--- src/rtl/updown_limit_counter.sv ---
// Up/down counter with programmable step, runtime [limit_lo, limit_hi] window,
// wrap or saturate at the boundary, enable prescaler, parallel load and tc/sticky flag.
module updown_limit_counter #(
  parameter int                WIDTH    = 32,
  parameter int unsigned       STEP     = 1,
  parameter logic [WIDTH-1:0]  SEED     = '0,
  parameter int                PRESCALE = 1
) (
  input  logic             clk,
  input  logic             rst,
  input  logic             en,
  input  logic             up,
  input  logic             sat_mode,
  input  logic             load,
  input  logic [WIDTH-1:0] load_val,
  input  logic [WIDTH-1:0] limit_lo,
  input  logic [WIDTH-1:0] limit_hi,
  input  logic             clr_flag,
  output logic [WIDTH-1:0] count,
  output logic             tc,
  output logic             bnd_flag,
  output logic             cfg_err
);

  localparam int             PW       = (PRESCALE > 1) ? $clog2(PRESCALE) : 1;
  localparam logic [PW-1:0]  PS_LAST  = PW'(PRESCALE - 1);
  localparam logic [WIDTH:0] STEP_X   = (WIDTH + 1)'(STEP);
  localparam logic [WIDTH-1:0] STEP_N = STEP_X[WIDTH-1:0];

  logic [WIDTH-1:0] count_q, count_d;
  logic [PW-1:0]    psc_q, psc_d;
  logic             tc_q, tc_d;
  logic             flag_q, flag_d;

  logic             tick;
  logic [WIDTH:0]   sum_up;
  logic [WIDTH:0]   lo_step;
  logic             hit_up;
  logic             hit_dn;

  assign cfg_err = limit_lo > limit_hi;
  assign tick    = en & ~cfg_err & (psc_q == PS_LAST);

  // One extra bit on both sides so neither the up-sum nor lo+STEP can wrap.
  assign sum_up  = {1'b0, count_q} + STEP_X;
  assign lo_step = {1'b0, limit_lo} + STEP_X;
  assign hit_up  = sum_up > {1'b0, limit_hi};
  assign hit_dn  = {1'b0, count_q} < lo_step;

  always_comb begin
    count_d = count_q;
    psc_d   = psc_q;
    tc_d    = 1'b0;
    flag_d  = flag_q & ~clr_flag;
    if (load) begin
      count_d = load_val;
      psc_d   = '0;
    end else if (en && !cfg_err) begin
      psc_d = tick ? '0 : psc_q + PW'(1);
      if (tick) begin
        if (up ? hit_up : hit_dn) begin
          tc_d   = 1'b1;
          flag_d = 1'b1;
          if (sat_mode) count_d = up ? limit_hi : limit_lo;
          else          count_d = up ? limit_lo : limit_hi;
        end else begin
          count_d = up ? sum_up[WIDTH-1:0] : count_q - STEP_N;
        end
      end
    end
  end

  always_ff @(posedge clk) begin
    if (rst) begin
      count_q <= SEED;
      psc_q   <= '0;
      tc_q    <= 1'b0;
      flag_q  <= 1'b0;
    end else begin
      count_q <= count_d;
      psc_q   <= psc_d;
      tc_q    <= tc_d;
      flag_q  <= flag_d;
    end
  end

  assign count    = count_q;
  assign tc       = tc_q;
  assign bnd_flag = flag_q;

endmodule
--- config.mk ---
export PLATFORM = sky130hd
export DESIGN_NAME = updown_limit_counter
export DESIGN_NICKNAME = d
export VERILOG_FILES = /design/src/rtl/updown_limit_counter.sv
export SDC_FILE = /design/constraint.sdc
export NUM_CORES = 1
export LEC_CHECK = 0
export BUFFER_PORTS_ARGS = -buffer_cell sky130_fd_sc_hd__buf_2
export CORE_MARGIN = 2
export CORE_UTILIZATION = 62
export DETAILED_ROUTE_END_ITERATION = 8
export PLACE_DENSITY_LB_ADDON = 0.05
export SYNTH_ARGS = -nofsm -noshare
export SYNTH_HDL_FRONTEND = slang
export SYNTH_SLANG_ARGS = --single-unit
--- constraint.sdc ---
create_clock -name clk -period 7.65 [get_ports clk]
set_input_delay 0.765 -clock clk [delete_from_list [all_inputs] [get_ports clk]]
set_output_delay 0.765 -clock clk [all_outputs]
set_load 0.01 [all_outputs]
==> impl_metrics.toml <==
[status]
outcome = "complete, no violations"

[pwr]
powerDensity_mw_per_mm2 = 109.9
ir_drop_uv = 89.60
cellLeakagePower_nw = 3.342
power_w = 0.0007889

[sta]
finalClockSkew_ps = 9.141
hold_violations = 0
tightest_slew_ps = 1195
timing.final.crit_share_pct = 79.94
grt_setup_unrepaired = "no"
fin_crit_ps = 6115
whs_ps = 439.5
drv_slew = 0
fmax_mhz = 163.5
finalWorstSetupSlack_ps = 1535
setup_viol = 0
relSlewSlack_pct = 20.36
fin_setup_tns_ps = 0

[yosys]
ys_top_cells_by_area = "ha_1 19%, dfxtp_1 11%, xor2_1 5.9%"
netlist_area_sq_mm = 0.006376
synth_fp_nets = 1064
synth_top_area_share_pct = 19.23
synth.distinct_cells = 66
synth.avg_cell_area_sq_um = 7.388
ys.warnings.count = 0
seq_area_frac_synth_pct = 10.99
synth_edf_count = 0
synth_async_sr_flop_share_pct = 0
synth-seq-cells = 35
syn_inst = 863
yosys.area.top_type = "ha_1"
synthFlopType = "dfxtp_1"

[setup_path]
rr_endpoint = "count[17]$_SDFFE_PP0P_"
criticalPathCategory = "reg -> reg"
cp-startpoint = "count[0]$_SDFFE_PP0P_"
startpoint_type = "flop"
crit_arrival_ps = 6310
crit_fanout = 18
regToRegStartpoint = "count[0]$_SDFFE_PP0P_"
end_kind = "flop"
reg2reg_depth = 16
required_ps = 7840
rrSetupSlack_ps = 1530

[floorplanning]
fp.dieH_microns = 105.4
io_pins = 138
fp.dieArea_sq_mm = 0.01111
start_util_pct = 62.89
die_x_microns = 105.4
rows = 37
core-area_sq_mm = 0.01014

[layout]
nNetsFinal = 1166
diodes = 0
regArea_sq_um = 700.7
drive_gt1_share_pct = 16.89
multiInputGateArea_sq_mm = 0.005308
areaGrowthSynthToFinish_pct = 12.62
nFillCells = 884

[placement]
dp_hpwl_mm = 16.78
dp_slack_ps = 1762
place.gp.congestion = 0.9474
port_buffers = 137

[cts]
cts_tree = "built"
numCtsBuffers = 5
cts_buffer_depth = 2
cts.clk_slew.worst_paths_ps = 80
postCtsSetupBuffers = 0
cts_num_sinks = 35
clock_latency_ps = 300
cts-htree-levels = 2
root_buffer = "clkbuf_8"
cts_hold_repair.buffers = 0
ctsResizeCount = 0

[global_route]
grt_pass1_wl_mm = 33.58
overflow = 0
track_usage_pct = 37.57
grt_pass1_vias = 6649
grt_max_degree = 62
antenna_found_initial = 0

[route]
wire_per_inst_microns = 19.48
viasPerCell = 6.579
dr.pass1.iters = 5
drc = 0
antenna_left = 0
drt_iter0_drc = 649
wirelength_mm = 21.45
vias = 7243

[flow_run]
maxCapViolCount = 0

[hold_path]
whs_endpoint = "psc_q$_SDFFE_PP0P_"
worstHoldStart = "psc_q$_SDFFE_PP0P_"
hold_path_depth = 2
hold_class = "reg -> reg"
[cells in the final DEF (no fill, tap or decap), types with 35 or more instances in the layout]
cell type,count
buf_2,137
ha_1,98
nor2_1,72
a21oi_1,71
nand2_1,69
inv_1,44
nand3_1,43
xor2_1,42
xnor2_1,39
dfxtp_1,35
[cell usage after synthesis, types with 6 or more instances]
cell type and instances:
a21oi_1 71, a21o_1 6, a31oi_1 6, a32o_1 8
o22ai_1 7, dfxtp_1 35, nor4_1 11, nand2_1 69
nor2_1 72, nand4_1 26, mux2_1 9, o21ai_1 9
o21ai_0 20, o211ai_1 13, a211o_1 6, nand3_1 43
xor2_1 43, buf_2 10, ha_1 98, and4_1 11
xnor2_1 39, inv_1 44, nor3_1 22, mux2i_1 23
and3_1 29, clkbuf_1 28, a221o_1 16
[logic make-up (layout without fill, tap and decap cells)]
family                     after synthesis  in the layout  share of synthesized area, %
muxes                                   32             32                         5.200
DFF                                     35             35                         10.99
buffers and inverters                   96            198                         6.338
adders and majority gates               98             98                         19.23
and+or+nand+nor                        321            321                         26.22
AOI/OAI and AO/OA                      199            199                         20.76
xor gates and xnor gates                82             82                         11.26
[critical path: stages, from the launching register on]
cell	delay, ps
dfxtp_1	540
ha_1	360
nand4_2	170
nor4_1	830
nand2_1	430
nor2_1	230
xor2_1	110
ha_1	310
nand3_1	150
nor4bb_1	790
nand4_1	220
o21ai_0	210
a41o_1	400
nor3b_2	280
buf_4	340
mux2_1	360
a32o_1	250
[routing by layer]
metal | vias to the layer above | track usage, % | part of all wire, % | routed length (microns)
li1 | 3411 | - | - | -
met1 | 3336 | 51.61 | 41 | 8873
met2 | 444 | 60.97 | 45 | 9697
met3 | 52 | 4.515 | 10 | 2243
met4 | 0 | 12.29 | 3.0 | 633
met5 | - | 0 | 0 | 0
[state kept, by name (all words and copies together), names as in the netlist]
register,flops
psc_q,1
tc,1
bnd_flag,1
count,32
[power breakdown]
part | leakage [nW] | internal, W | total (W) | switching [W]
Combinational | 3.01 | 0.000168 | 0.000398 | 0.000230
Clock | 0.0470 | 0.0000710 | 0.000149 | 0.0000785
Sequential | 0.289 | 0.000197 | 0.000241 | 0.0000445
Total | 3.34 | 0.000436 | 0.000789 | 0.000353
[stage by stage]
stage	cells	utilization (%)	area, sq um
finish	1101	70.83	7181
global route	1101	70.83	7181
CTS	1101	70.83	7181
detailed placement	1094	69.96	7093
global placement	1094	69.96	7093
floorplan	863	-	6376
[how the worst max path moves through the flow]
| stage | to |
|---|---|
| floorplan | count[15]$_SDFFE_PP0P_ |
| CTS | count[17]$_SDFFE_PP0P_ |
| finish | count[17]$_SDFFE_PP0P_ |
| global placement | count[19]$_SDFFE_PP0P_ |
| global route | count[25]$_SDFFE_PP0P_ |
| detailed placement | count[17]$_SDFFE_PP0P_ |
[cell type report]
type	count	area share, %
multi-input cells	732	73.92
flip-flops and latches	35	9.758
clock inverters	1	0.06970
inverters	47	2.457
clock buffers	6	1.150
well taps	136	2.370
repair buffers	144	10.28
Power figures use the tool's default switching activity.
